$ cat src/rtl/mem_stage_ctrl.sv
// MEM-stage controller: EXE/MEM to MEM/WB with a req/ack data-memory handshake.
// Optional macro MEM_ALIGN_CHECK_EN rejects word-misaligned accesses in IDLE.
module mem_stage_ctrl #(
    parameter int unsigned TIMEOUT_CYCLES = 255,
    parameter int unsigned CNT_W          = 16
) (
    input  logic        clk,
    input  logic        rst_n,
    input  logic [31:0] EXE_MEM_Result,
    input  logic [31:0] EXE_MEM_Rt,
    input  logic [4:0]  EXE_MEM_DstReg,
    input  logic        EXE_MEM_MemRead,
    input  logic        EXE_MEM_MemWrite,
    input  logic        EXE_MEM_MemtoReg,
    input  logic        EXE_MEM_RegWrite,
    output logic        mem_req,
    output logic        mem_we,
    output logic [31:0] mem_addr,
    output logic [31:0] mem_wdata,
    input  logic [31:0] mem_rdata,
    input  logic        mem_ack,
    output logic        mem_stall,
    output logic        mem_err,
    output logic [31:0] MEM_WB_Result,
    output logic [31:0] MEM_WB_ReadData,
    output logic [4:0]  MEM_WB_DstReg,
    output logic        MEM_WB_MemtoReg,
    output logic        MEM_WB_RegWrite
);

    typedef enum logic {S_IDLE, S_REQ} state_t;

    state_t            r_state;
    state_t            w_next;
    logic [CNT_W-1:0]  r_cnt;
    logic              r_req;
    logic              r_we;
    logic [31:0]       r_addr;
    logic [31:0]       r_wdata;
    logic              r_err;
    logic [31:0]       r_wb_result;
    logic [31:0]       r_wb_rdata;
    logic [4:0]        r_wb_dst;
    logic              r_wb_m2r;
    logic              r_wb_rw;

    logic w_access;
    logic w_misal;
    logic w_issue;
    logic w_reject;
    logic w_timeout;
    logic w_stall;

    assign w_access = EXE_MEM_MemRead | EXE_MEM_MemWrite;

`ifdef MEM_ALIGN_CHECK_EN
    assign w_misal = |EXE_MEM_Result[1:0];
`else
    assign w_misal = 1'b0;
`endif

    assign w_issue   = (r_state == S_IDLE) & w_access & ~w_misal;
    assign w_reject  = (r_state == S_IDLE) & w_access & w_misal;
    assign w_timeout = (r_state == S_REQ) & ~mem_ack &
                       (r_cnt == CNT_W'(TIMEOUT_CYCLES - 1));

    always_comb begin
        w_next  = r_state;
        w_stall = 1'b0;
        case (r_state)
            S_IDLE: begin
                if (w_issue) begin
                    w_next  = S_REQ;
                    w_stall = 1'b1;
                end
            end
            S_REQ: begin
                w_stall = ~mem_ack & ~w_timeout;
                if (mem_ack || w_timeout)
                    w_next = S_IDLE;
            end
            default: w_next = S_IDLE;
        endcase
    end

    // Gated by reset so the front end is released while the access is abandoned
    assign mem_stall = rst_n & w_stall;

    always_ff @(posedge clk or negedge rst_n) begin
        if (!rst_n) begin
            r_state     <= S_IDLE;
            r_cnt       <= '0;
            r_req       <= 1'b0;
            r_we        <= 1'b0;
            r_addr      <= '0;
            r_wdata     <= '0;
            r_err       <= 1'b0;
            r_wb_result <= '0;
            r_wb_rdata  <= '0;
            r_wb_dst    <= '0;
            r_wb_m2r    <= 1'b0;
            r_wb_rw     <= 1'b0;
        end else begin
            r_state <= w_next;
            r_err   <= w_timeout | w_reject;
            case (r_state)
                S_IDLE: begin
                    if (w_issue) begin
                        r_req   <= 1'b1;
                        r_we    <= EXE_MEM_MemWrite;
                        r_addr  <= EXE_MEM_Result;
                        r_wdata <= EXE_MEM_Rt;
                        r_cnt   <= '0;
                        r_wb_rw <= 1'b0;
                    end else if (w_reject) begin
                        r_wb_rw <= 1'b0;
                    end else begin
                        r_wb_result <= EXE_MEM_Result;
                        r_wb_rdata  <= '0;
                        r_wb_dst    <= EXE_MEM_DstReg;
                        r_wb_m2r    <= EXE_MEM_MemtoReg;
                        r_wb_rw     <= EXE_MEM_RegWrite;
                    end
                end
                S_REQ: begin
                    if (mem_ack) begin
                        r_req       <= 1'b0;
                        r_wb_result <= EXE_MEM_Result;
                        r_wb_rdata  <= r_we ? 32'd0 : mem_rdata;
                        r_wb_dst    <= EXE_MEM_DstReg;
                        r_wb_m2r    <= EXE_MEM_MemtoReg;
                        r_wb_rw     <= EXE_MEM_RegWrite;
                    end else if (w_timeout) begin
                        r_req   <= 1'b0;
                        r_wb_rw <= 1'b0;
                    end else begin
                        r_cnt <= r_cnt + CNT_W'(1);
                    end
                end
                default: r_req <= 1'b0;
            endcase
        end
    end

    assign mem_req         = r_req;
    assign mem_we          = r_we;
    assign mem_addr        = r_addr;
    assign mem_wdata       = r_wdata;
    assign mem_err         = r_err;
    assign MEM_WB_Result   = r_wb_result;
    assign MEM_WB_ReadData = r_wb_rdata;
    assign MEM_WB_DstReg   = r_wb_dst;
    assign MEM_WB_MemtoReg = r_wb_m2r;
    assign MEM_WB_RegWrite = r_wb_rw;

endmodule
$ cat config.mk
export PLATFORM = sky130hd
export DESIGN_NAME = mem_stage_ctrl
export DESIGN_NICKNAME = d
export VERILOG_FILES = /design/src/rtl/mem_stage_ctrl.sv
export SDC_FILE = /design/constraint.sdc
export NUM_CORES = 1
export LEC_CHECK = 0
export BUFFER_PORTS_ARGS = -buffer_cell sky130_fd_sc_hd__buf_2
export CORE_ASPECT_RATIO = 1.5
export CORE_UTILIZATION = 52
export DETAILED_ROUTE_END_ITERATION = 10
export PLACE_DENSITY = 0.85
export REMOVE_ABC_BUFFERS = 1
export SYNTH_ARGS = -nofsm -noshare
export SYNTH_HDL_FRONTEND = slang
export SYNTH_SLANG_ARGS = --single-unit
$ cat constraint.sdc
create_clock -name clk -period 5.5 [get_ports clk]
set_input_delay 1.65 -clock clk [delete_from_list [all_inputs] [get_ports clk]]
set_output_delay 1.65 -clock clk [all_outputs]
set_load 0.02 [all_outputs]
# == Word-level counts from Yosys, hierarchy flattened ==
# Index checks and enable logic that the tools add are counted.
# Widths: inputs -> output; s select.
# word_totals
reg_bits,155
elab_cells,62
# op_classes
addsub,1
n_eq_ne,7
mux,28
bitwise,9
n_reduce_logical,5
# ops
operator,count
$mux 32,5
$pmux 32 s2,2
$mux 16,3
$pmux 16 s2,1
$add 16x1->16 const B,1
$eq 16x8->1 const B,1
$mux 5,2
$ne 2x2->1 const B,5
$pmux 1 s2,5
$pmux 5 s2,1
$mux 1,9
$reduce_and 2->1,3
$and 1x1->1,5
$ne 3x2->1 const B,1
$not 1->1,3
$reduce_and 3->1,1
$logic_or 1x1->1,1
$or 1x1->1,1

# == Depth between registers and ports, before layout ==
# Gate-level depths: netlist of the first run.
# depth
ltp_word,7
depth_mapped,7

# == Worst setup path before layout of the first run ==
# OpenSTA, ideal clock, no wires.
# synth_timing
path_type,in2out
startpoint,in mem_ack
endpoint,out mem_stall
t_arrival_ps,2555
path_slack_ps,1295
stages,4
path_buffers,1
path_cell_list,nand2b_1 or2_1 buf_2 a21boi_1
# synth_between
elab_chain_len,7
# synth_lines
element,line_no,rtl
start: declaration,21,"input logic mem_ack,"
$not 1->1 *,"64, 78",
$and 1x1->1 (2 in series),64,assign w_timeout = (r_state == S_REQ) & ~mem_ack &
$not 1->1,78,w_stall = ~mem_ack & ~w_timeout;
$and 1x1->1 *,78,
$pmux 1 s2 *,70,case (r_state)
$and 1x1->1 *,87,assign mem_stall = rst_n & w_stall;
end: declaration,22,"output logic mem_stall,"
# Every way passes the cells marked *; elsewhere a longest branch is shown, timed or not.

# == Final worst setup path of the first run ==
# layout_timing
startpoint,reg r_cnt[11]
endpoint,out mem_stall
# layout_between
elab_chain_len,6
# layout_lines
element,line_no,rtl
start: declaration,35,logic [CNT_W-1:0] r_cnt;
start signal: assignment,137,r_cnt <= r_cnt + CNT_W'(1);
$eq 16x8->1,65,(r_cnt == CNT_W'(TIMEOUT_CYCLES - 1));
$and 1x1->1,64,
$not 1->1,78,
$and 1x1->1,78,
$pmux 1 s2,70,
$and 1x1->1,87,
# Every way passes these cells.

==> impl_results.md, run 1 <==
- DRC viols: 0
- Cell area after synthesis: between 6000 and 7000 µm²
- VDD IR-drop max: ~0.38 mV
- R2R setup slack: ~2.7 ns
- Layout area overhead: 32.6%
- Depth of the CTS H-tree: 4
- Post-CTS setup buffer count: 0
- Final Skew: about 0.0087 ns
- Io pins: between 200 and 250
- Unique cell type count in the Yosys netlist: 42
- Initial antenna violation count: 0
- Ant. Diodes: 0
- Starting density of the core: between 50% and 60%
- Post-synthesis sequential area ratio: ~64%
- Post-route ant nets: 0
- Fmax: about 0.23 GHz
- Tot Pwr: ~4.2 mW
- Placer Congestion: approximately 0.86
- Critical path class: flip-flop to output port
- Worst min path class: flip-flop to flip-flop
- PD cells: ~520 nW/µm²
- Hold Path Cell Cnt: 2
- Clk buf depth: 2
- Largest cells by area after synthesis: dfrtp_1, nand2_1, mux2_2, a22o_1, clkbuf_1
- Slowest stage cell, crit path: nor4_4
- Ratio of cells with drive above 1 in the final layout: between 40% and 50%
- Count leader, synth: nand2_1
- CTS tree: done
- Core Region: approximately 11,000 µm²
- Commonest cells in the netlist: nand2_1, dfrtp_1, mux2_2
- Yosys synthesis warning count: 0
- Worst EP arrival: between 2 and 3 ns
- Post-synth top area share: between 60 and 70%
- Final Non-Filler Cells: about 940
- Worst-Margin Slew: about 1.1 ns
- Required time worst endpoint: between 3 and 4 ns
- Worst hold margin: between 0.4 and 0.5 ns
- RSZ-0062 raised after global routing: false
- Reg2reg path depth: 5
- Cts hold-fix bufs: 0
- XOR/XNOR Fraction of Synth Area: less than 1%
- Share of synthesized flip-flops with an asynchronous set or reset: 100%
- Max FO, Critical Path: 16
- Worst-Skew Late Latency: 0.41 ns
- CP Launch Type: flip-flop
- Min cycle time layout: around 4.4 ns
- Gate Count Post-Synth: around 540
- Synth Area in Adders: 0.415%
- Final hold vios: 0
- Hold Crit Start: mem_addr[7]$_DFFE_PN0P_
- Post-Route WL: approximately 16,000 µm
- Count of state elements after synthesis: 155
- IO buf count: roughly 250
- Leakage: between 4 and 5 nW
- Worst Hold Endpoint: mem_addr[7]$_DFFE_PN0P_
- Largest family of logic cells by synthesized area: simple AND/OR/NAND/NOR gates
- Max Cap Viol: 0
- CP endpoint kind: output port
- Clk sinks: 155
- Drt first pass iters: 4
- Die height: around 130 µm
- Tot GR Track Use: between 20% and 30%
- Nets: just under 900
- Final setup fails: 0
- Final Max Slew Viols: 0
- Vias in the first global route: 5,215
- Die Area: ~12,000 µm²
- Site row count: 47
- FF-to-FF Start: r_state$_DFF_PN0_
- First-pass GRT wire length: roughly 25,000 µm
- Dpl hpwl: 11,000 µm
- Ys flop type: dfrtp_1
- Slew Limit Headroom: approximately 28%
- Critical path, cell by cell: or4b_1 -> nor4_4 -> or2_1 -> a21boi_1 -> buf_2
- Vias per std cell: ~5.3
- Multiplexer share of the synthesized area: between 7 and 8%
- Vias: roughly 5k
- Largest net degree at the start of global routing: ~80
- GRT overflow: 0
- Outcome: completed
- Die extent in x: roughly 90 µm
- Post-Route Utilization: a little under three quarters
- CTS clk-pin slew, worst paths: ~0.060 ns
- Syn avg cell area: about 11 µm²
- Post-synth top area cell: dfrtp_1
- Number of buffers created by CTS: 17
- DR WL/cell: around 17 µm
- Post-Place Cells: around 900
- Slowest stage delay, CP: approximately 0.68 ns
- Final period util: between 70% and 80%
- Synth Area in Compound Gates: between 7 and 8%
- Worst Setup SP: r_cnt[11]$_DFFE_PN0P_
- R2R Path End: MEM_WB_Result[31]$_DFFE_PN0P_
- Initial drt markers: 219
- CTS root buffer: clkbuf_16
- EDFF count, synth: 0
- Simple-gate portion of the synthesized area: roughly 18%
- Post_cts resized: 0
## report_power, final
group | switching (mW) | total [mW] | internal, mW
Clock | 0.461 | 1.17 | 0.710
Combinational | 0.882 | 1.35 | 0.467
Sequential | 0.183 | 1.65 | 1.46
## registers in the layout (all words and copies together), names as in the netlist
name and flops:
mem_req 1, MEM_WB_Result 32, mem_wdata 32, r_state 1
MEM_WB_MemtoReg 1, mem_addr 32, r_cnt 16, MEM_WB_RegWrite 1
mem_err 1, MEM_WB_ReadData 32, MEM_WB_DstReg 5, mem_we 1
## stage by stage
stage,area [µm²],setup slack (ns),TNS (ns)
floorplan,5920,-0.114,-5.41
global placement,7400,1.19,0
detailed placement,7400,1.14,0
CTS,8000,1.13,0
global route,8000,0.953,0
finish,8000,1.11,0
## cells by family after synthesis
family                     count (synthesis)
xor gates and xnor gates                   5
adders and majority gates                  2
buffers and inverters                     31
DFF                                      155
and+or+nand+nor                          254
muxes                                     40
AOI/OAI and AO/OA                         54
## how the worst max path moves through the flow
stage                                        end  depth (start not counted)
floorplan           MEM_WB_DstReg[0]$_DFFE_PN0P_                          3
global placement                       mem_stall                          5
detailed placement                     mem_stall                          5
CTS                                    mem_stall                          5
global route                           mem_stall                          5
finish                                 mem_stall                          5
## cells in the final DEF, fill, tap and decap left out, types with 2 or more instances in the layout
master | netlist | routed
dfrtp_1 | 155 | 155
nand4_1 | 5 | 5
buf_4 | 1 | 5
clkbuf_8 | 0 | 3
o31ai_1 | 7 | 7
clkinv_4 | 0 | 4
or4_4 | 2 | 2
a22o_1 | 29 | 29
xnor2_1 | 4 | 4
buf_2 | 5 | 245
clkbuf_16 | 0 | 17
ha_1 | 2 | 2
o211ai_1 | 8 | 8
clkinv_2 | 0 | 3
o21ai_0 | 5 | 5
inv_1 | 3 | 3
nand2_1 | 210 | 209
nor4_1 | 4 | 4
mux2_2 | 39 | 39
nor2_1 | 9 | 8
nand3_1 | 4 | 4
or4_1 | 3 | 3
bufinv_16 | 0 | 2
nor3_1 | 3 | 3
## routing by layer
layer | GRT usage [%] | vias to the layer above | part of all wire [%]
li1 | - | 2298 | -
met1 | 28.4 | 2423 | 38
met2 | 46.2 | 191 | 53
met3 | 6.29 | 66 | 4.0
met4 | 16.4 | 0 | 5.4
met5 | 0 | - | 0
## critical path, delay by kind of cell (launching register included)
kind,cells,cell delay [ns]
buffers and inverters,1,0.16
flip-flops,1,0.46
AO/OA/AOI/OAI,1,0.10
AND/OR/NAND/NOR,3,1.60
## area by class of cell
class | count | area [µm²]
Sequential cell | 155 | 3880
Tap cell | 147 | 184
Multi-Input combinational cell | 355 | 2050
Clock buffer | 20 | 467
Timing Repair Buffer | 251 | 1270
Inverter | 3 | 11.3
Clock inverter | 12 | 138
Fill cell | 828 | 3170
No activity file was read; power rests on OpenSTA's default activity.
==> run 2, diff against run 1 <==
Settings changed: CORE_UTILIZATION 52 to 48, PLACE_DENSITY 0.85 to 0.8.
Clock period 5.5 ns to 4.5 ns, I/O delays scaled along.
==> run 2 against run 1 <==
Via count did not move. Combinational power rose by 22%. Register-to-register slack got worse by 0.26 ns. Worst setup slack got worse by 0.33 ns. Highest routed layer unchanged.
==> impl_results.md, run 2 (synthesis results as in run 1) <==
- Final hold vios: 0 (unchanged)
- Drt first pass iters: 4 (unchanged)
- Vias per std cell: 5.25 (-0.53%)
- Slowest stage delay, CP: 0.33 ns (-0.35 ns)
- Placement Cell Area: 7430 µm² (+0.37%)
- Worst-Skew Late Latency: 0.41 ns (about the same)
- Final setup fails: 0 (unchanged)
- CTS clk-pin slew, worst paths: 0.06 ns (about the same)
- Reg2reg path depth: 4 (-1)
- First-pass GRT wire length: 25,100 µm (+2.2%)
- Critical path, cell by cell: buf_2 -> nand2b_1 -> or2_1 -> a21boi_1 -> buf_2
- Initial antenna violation count: 0 (unchanged)
- Die extent in x: 93.6 µm (+4.0%)
- Post-CTS setup buffer count: 0 (unchanged)
- Final Skew: 0.00705 ns (-0.00168 ns)
- PD cells: 654 nW/µm² (+26%)
- Fin area: 8100 µm² (+1.3%)
- Placer Congestion: 0.872 (+1.5%)
- Tot Pwr: 5.30 mW (+27%)
- Starting density of the core: 49.7% (-4.3 points)
- Hold Path Cell Cnt: 2 (unchanged)
- Number of buffers created by CTS: 17 (unchanged)
- Layout area overhead: 34.2%
- Fill count: 948 (+14%)
- Post-route ant nets: 0 (unchanged)
- Post-Route WL: 15,600 µm (-0.61%)
- R2R Path End: MEM_WB_Result[14]$_DFFE_PN0P_
- Ratio of cells with drive above 1 in the final layout: 41.0% (-0.33 points)
- Worst-Margin Slew: 1.10 ns (+0.0188 ns)
- Outcome: completed
- Die Area: 13,000 µm² (+8.2%)
- Worst Hold Endpoint: mem_wdata[28]$_DFFE_PN0P_
- Clk sinks: 155 (unchanged)
- Leakage: 4.34 nW (+0.82%)
- RSZ-0062 raised after global routing: false
- Critical path class: input port to output port
- Most common cell after layout, fill and taps aside: buf_2
- DRC viols: 0 (unchanged)
- Min cycle time layout: between 3 and 4 ns
- CTS tree: done
- Max FO, Critical Path: 7 (-9)
- Final Max Slew Viols: 0 (unchanged)
- CP endpoint kind: output port
- GRT overflow: 0 (unchanged)
- Hold Crit Start: mem_wdata[28]$_DFFE_PN0P_
- FF-to-FF Start: r_state$_DFF_PN0_
- Most frequent cells in the layout: buf_2, nand2_1, dfrtp_1, mux2_2, a22o_1
- Io pins: 247 (unchanged)
- Die height: 139 µm (+4.0%)
- Tot GR Track Use: 25.0% (-1.2 points)
- Cts hold-fix bufs: 0 (unchanged)
- Dpl hpwl: 11,100 µm (+1.7%)
- Most used cell, CP: buf_2
- Post_cts resized: 0 (unchanged)
- Slowest stage cell, crit path: or2_1
- Fmax: approximately 0.27 GHz
- Final period util: between 80% and 90%
- R2R setup slack: 2.40 ns (-0.26 ns)
- Ant. Diodes: 0 (unchanged)
- IO buf count: 246 (unchanged)
- CP Launch Type: input port
- Nets: 894 (+0.11%)
- Slew Limit Headroom: 26.9% (-1.3 points)
- DR WL/cell: 16.4 µm (-1.1%)
- Core Region: 12,100 µm² (+8.6%)
- Required time worst endpoint: 3.15 ns (-0.70 ns)
- Vias: 4,978 (unchanged)
- CTS root buffer: clkbuf_16
- Largest net degree at the start of global routing: 78 (-1.3%)
- Initial drt markers: 218 (-0.46%)
- VDD IR-drop max: 0.349 mV (-9.2%)
- Worst min path class: flip-flop to flip-flop
- Clk buf depth: 2 (unchanged)
- Site row count: 49 (+4.3%)
- Max Cap Viol: 0 (unchanged)
- Depth of the CTS H-tree: 4 (unchanged)
- Vias in the first global route: 5,035 (-3.5%)
- Worst EP arrival: 2.37 ns (-0.37 ns)
run 2: cell types whose count changed in the layout (fill, tap and decap cells not counted), sizes merged:
cell / delta
buf: +1
bufinv: +5
inv: -2
clkinv: -4
clkbuf: -1
run 2: power by group:
group	total, mW	leakage (nW)	switching [mW]	internal [mW]
Sequential	2.01	1.94	0.224	1.79
Clock	1.63	0.323	0.540	1.09
Combinational	1.65	2.08	1.07	0.576
Total	5.30	4.34	1.84	3.46
run 2: worst max-delay path by stage:
stage          slack [ns]                  start  depth (start not counted)                            to
4_1_cts              0.77  r_cnt[11]$_DFFE_PN0P_                          6                     mem_stall
2_1_floorplan       -0.81       EXE_MEM_MemWrite                          3  MEM_WB_DstReg[0]$_DFFE_PN0P_
5_1_grt              0.68  r_cnt[10]$_DFFE_PN0P_                          6                     mem_stall
3_3_place_gp         0.79                mem_ack                          5                     mem_stall
3_5_place_dp         0.79                mem_ack                          5                     mem_stall
6_report             0.78                mem_ack                          5                     mem_stall
run 2: area by class of cell:
class | count | area [µm²] | area share, %
Inverter | 3 | 11.3 | 0.139
Timing Repair Buffer | 252 | 1290 | 16.0
Sequential cell | 155 | 3880 | 47.9
Clock buffer | 19 | 433 | 5.34
Multi-Input combinational cell | 355 | 2050 | 25.3
Tap cell | 153 | 191 | 2.36
Clock inverter | 11 | 244 | 3.01
run 2: metal layers:
| layer | up-vias | track usage (%) | routed length [µm] |
|---|---|---|---|
| met1 | 2429 | 28.0 | 5730 |
| met2 | 191 | 43.9 | 8450 |
| met3 | 55 | 4.70 | 654 |
| met5 | - | 0 | 0 |
| met4 | 0 | 14.2 | 717 |
| li1 | 2303 | - | - |
run 2: worst max-delay path: cells and delay by family:
family / cells / cell delay (ns)
AO/OA/AOI/OAI: 1 / 0.15
buffers and inverters: 2 / 0.31
AND/OR/NAND/NOR: 2 / 0.55
run 2: stage by stage:
step	setup TNS (ns)	cells	util [%]	worst slack (ns)	hold slack [ns]
final	0	948	66.7	0.778	0.467
after global routing	0	948	66.7	0.677	0.485
after CTS	0	948	66.7	0.769	0.472
after detailed placement	0	918	61.2	0.791	0.457
after global placement	0	918	61.2	0.794	0.452
after floorplan	-54.33	513	-	-0.814	0.486
==> run 3, diff against run 2 <==
Settings changed: ABC_AREA set to 1, CORE_UTILIZATION 48 to 44, PLACE_DENSITY 0.8 to 0.76.
Clock period 4.5 ns to 3.25 ns, I/O delays scaled along.
==> run 3 against run 2 <==
First-iteration DRC count up 14%. Combinational power up 41%. Sequential cell count unchanged. Clock skew up 0.00054 ns. Cell count up 18%. Sequential power up 39%. Clock power up 15%. Critical endpoint unchanged. Routed wire length up 2.6%.
==> impl_results.md, run 3 <==
- Vias: 5,345 (+7.4%)
- Worst min path class: flip-flop to flip-flop
- Tot GR Track Use: 21.5% (-3.5 points)
- Vias in the first global route: 5,099 (+1.3%)
- Nets: 1,019 (+14%)
- Gate Count Post-Synth: 671 (+24%)
- Ant. Diodes: 0 (unchanged)
- Cell Int Power: 4.24 mW (+23%)
- Ys flop type: dfrtp_1
- Ratio of cells with drive above 1 in the final layout: 33.3% (-7.7 points)
- Reg2reg path depth: 7 (+3)
- Core Region: 14,100 µm² (+16%)
- Post-Route WL: 16,000 µm (+2.6%)
- Clk buf depth: 2 (unchanged)
- FF-to-FF Start: r_state$_DFF_PN0_
- Yosys synthesis warning count: 0 (unchanged)
- CTS root buffer: clkbuf_16
- Hold Crit Start: mem_req$_DFFE_PN0P_
- Cts hold-fix bufs: 0 (unchanged)
- Final Max Slew Viols: 0 (unchanged)
- Post-Route Utilization: 58.8% (-7.9 points)
- Count of state elements after synthesis: 155 (unchanged)
- Layout area overhead: 30.2%
- Post-route ant nets: 0 (unchanged)
- Slew Limit Headroom: 36.7% (+9.7 points)
- DR WL/cell: 14.3 µm (-13%)
- Setup TNS: 0 ns (unchanged)
- Tot Pwr: 6.99 mW (+32%)
- Share of power burned in the clock network: 26.7% (-4.1 points)
- Share of synthesized flip-flops with an asynchronous set or reset: 100% (unchanged)
- Switch Pwr: 2.75 mW (+50%)
- Die height: 149 µm (+7.1%)
- Leakage: 4.49 nW (+3.3%)
- Worst EP arrival: 1.83 ns (-0.54 ns)
- Placer Congestion: 0.881 (+1.0%)
- Post-CTS setup buffer count: 0 (unchanged)
- Worst hold margin: 0.466 ns (-0.00107 ns)
- Die extent in x: 100 µm (+7.0%)
- Final Skew: 0.00759 ns (+0.000543 ns)
- Initial antenna violation count: 1 (+1)
- Fill count: 1,274 (+34%)
- R2R setup slack: 1.18 ns (-1.22 ns)
- Unique cell type count in the Yosys netlist: 24 (-43%)
- Fmax: 0.356 GHz
- Die Area: 14,900 µm² (+15%)
- Final setup fails: 0 (unchanged)
- Min cycle time layout: about 2.8 ns
- Sequential share of power: 40.0% (+2.0 points)
- R2R Path End: MEM_WB_Result[30]$_DFFE_PN0P_
- Worst-Skew Late Latency: 0.43 ns (+0.02 ns)
- Dpl hpwl: 11,200 µm (+0.69%)
- Max FO, Critical Path: 6 (-1)
- IO buf count: 246 (unchanged)
- Outcome: completed
- Count leader, synth: nand2_1
- Hold Path Cell Cnt: 2 (unchanged)
- Final period util: approximately 86%
- First-pass GRT wire length: 24,800 µm (-1.2%)
- EDFF count, synth: 0 (unchanged)
- Most frequent cells in the layout: buf_2, nand2_1, dfrtp_1, o21ai_0, inv_1
- Post_cts resized: 0 (unchanged)
- Commonest cells in the netlist: nand2_1, dfrtp_1, o21ai_0
- CP endpoint kind: output port
- Worst-Margin Slew: 0.950 ns (-0.146 ns)
- Sw frac: 39.3% (+4.6 points)
- Vias per std cell: 4.80 (-8.6%)
- Max Cap Viol: 0 (unchanged)
- Number of buffers created by CTS: 17 (unchanged)
- Largest cells by area after synthesis: dfrtp_1, nand2_1, o21ai_0, a32o_1, inv_1
- Critical path class: flip-flop to output port
- GRT overflow: 0 (unchanged)
- PD cells: 845 nW/µm² (+29%)
- Largest net degree at the start of global routing: 156 (+100%)
- Post-synthesis sequential area ratio: 61.0% (-3.2 points)
- CTS tree: done
- CTS clk-pin slew, worst paths: 0.06 ns (about the same)
- Clk sinks: 155 (unchanged)
- Depth of the CTS H-tree: 4 (unchanged)
- VDD IR-drop max: 0.439 mV (+26%)
- Cell area after synthesis: 6350 µm² (+5.2%)
- Worst Hold Endpoint: mem_req$_DFFE_PN0P_
- Comb pwr share: 33.2% (+2.0 points)
- Final hold vios: 0 (unchanged)
- RSZ-0062 raised after global routing: false
- Drt first pass iters: 6 (+2)
- Required time worst endpoint: 2.27 ns (-0.88 ns)
- Most common cell after layout, fill and taps aside: buf_2
- Post-synth top area share: 61.0% (-3.2 points)
- Syn avg cell area: 9.47 µm² (-15%)
- Starting density of the core: 45.2% (-4.5 points)
- Initial drt markers: 249 (+14%)
- Post-synth top area cell: dfrtp_1
- Io pins: 247 (unchanged)
- CP Launch Type: flip-flop
- DRC viols: 0 (unchanged)
- Site row count: 53 (+8.2%)
run 3: changes by cell type in the layout (fill, tap and decap cells not counted), sizes merged, moves of 26 or more:
cell	previous run	this run
o21ai	6	76
a22o	29	0
nand2	210	246
nor2	9	35
mux2	39	0
inv	3	61
a32o	0	29
run 3: power groups by stage:
stage | Combinational (mW) | Clock, mW | Sequential, mW
after floorplan | 0.675 | 0 | 3.50
after global placement | 2.31 | 0 | 2.81
after detailed placement | 2.36 | 0 | 2.82
after CTS | 2.36 | 1.90 | 2.80
after global routing | 2.55 | 1.98 | 2.87
final | 2.33 | 1.87 | 2.80
run 3: per-layer routing:
layer,global-route usage (%),vias up,part of all wire [%]
li1,-,2638,-
met1,23.5,2479,38
met2,39.7,204,54
met3,5.39,22,6.3
met4,8.19,2,1.9
met5,0,-,0.081
run 3: cell families (layout without fill, tap and decap cells):
kind of cell | count (synthesis) | in the layout | synth area share (%)
fa+ha+maj | 2 | 2 | 0.394
simple gates | 307 | 307 | 19.3
flops | 155 | 155 | 61.0
xor+xnor | 7 | 7 | 0.965
compound gates | 109 | 109 | 11.5
buf+inv | 91 | 342 | 6.81
run 3: cell type report:
| cell class | instances | area, µm² | share of cell area, % |
|---|---|---|---|
| Sequential cell | 155 | 3880 | 46.9 |
| Multi-Input combinational cell | 425 | 2040 | 24.7 |
| Timing Repair Buffer | 256 | 1350 | 16.3 |
| Clock buffer | 18 | 429 | 5.19 |
| Tap cell | 192 | 240 | 2.90 |
| Inverter | 54 | 203 | 2.45 |
| Clock inverter | 14 | 129 | 1.56 |
run 3: worst max-delay path: stages, from the launching register on:
cell	delay, ns
dfrtp_1	0.44
inv_1	0.09
ha_1	0.18
nand3_1	0.12
nor2_2	0.13
nand2_2	0.10
a21oi_4	0.16
nor2_1	0.05
buf_2	0.15
run 3: how the worst max path moves through the flow:
| stage | end | cells after the start | slack, ns | start |
|---|---|---|---|---|
| 3_3_place_gp | mem_stall | 6 | 0.56 | EXE_MEM_MemWrite |
| 4_1_cts | mem_stall | 8 | 0.41 | r_cnt[0]$_DFFE_PN0P_ |
| 3_5_place_dp | mem_stall | 6 | 0.56 | EXE_MEM_MemWrite |
| 5_1_grt | mem_stall | 8 | 0.31 | r_cnt[0]$_DFFE_PN0P_ |
| 6_report | mem_stall | 8 | 0.44 | r_cnt[0]$_DFFE_PN0P_ |
| 2_1_floorplan | mem_stall | 4 | 0.28 | EXE_MEM_MemWrite |
run 3: stage by stage:
step	instances	worst slack (ns)	area [µm²]
floorplan	634	0.279	6120
global placement	1082	0.563	7710
detailed placement	1082	0.563	7710
CTS	1114	0.408	8270
global route	1114	0.308	8270
finish	1114	0.444	8270
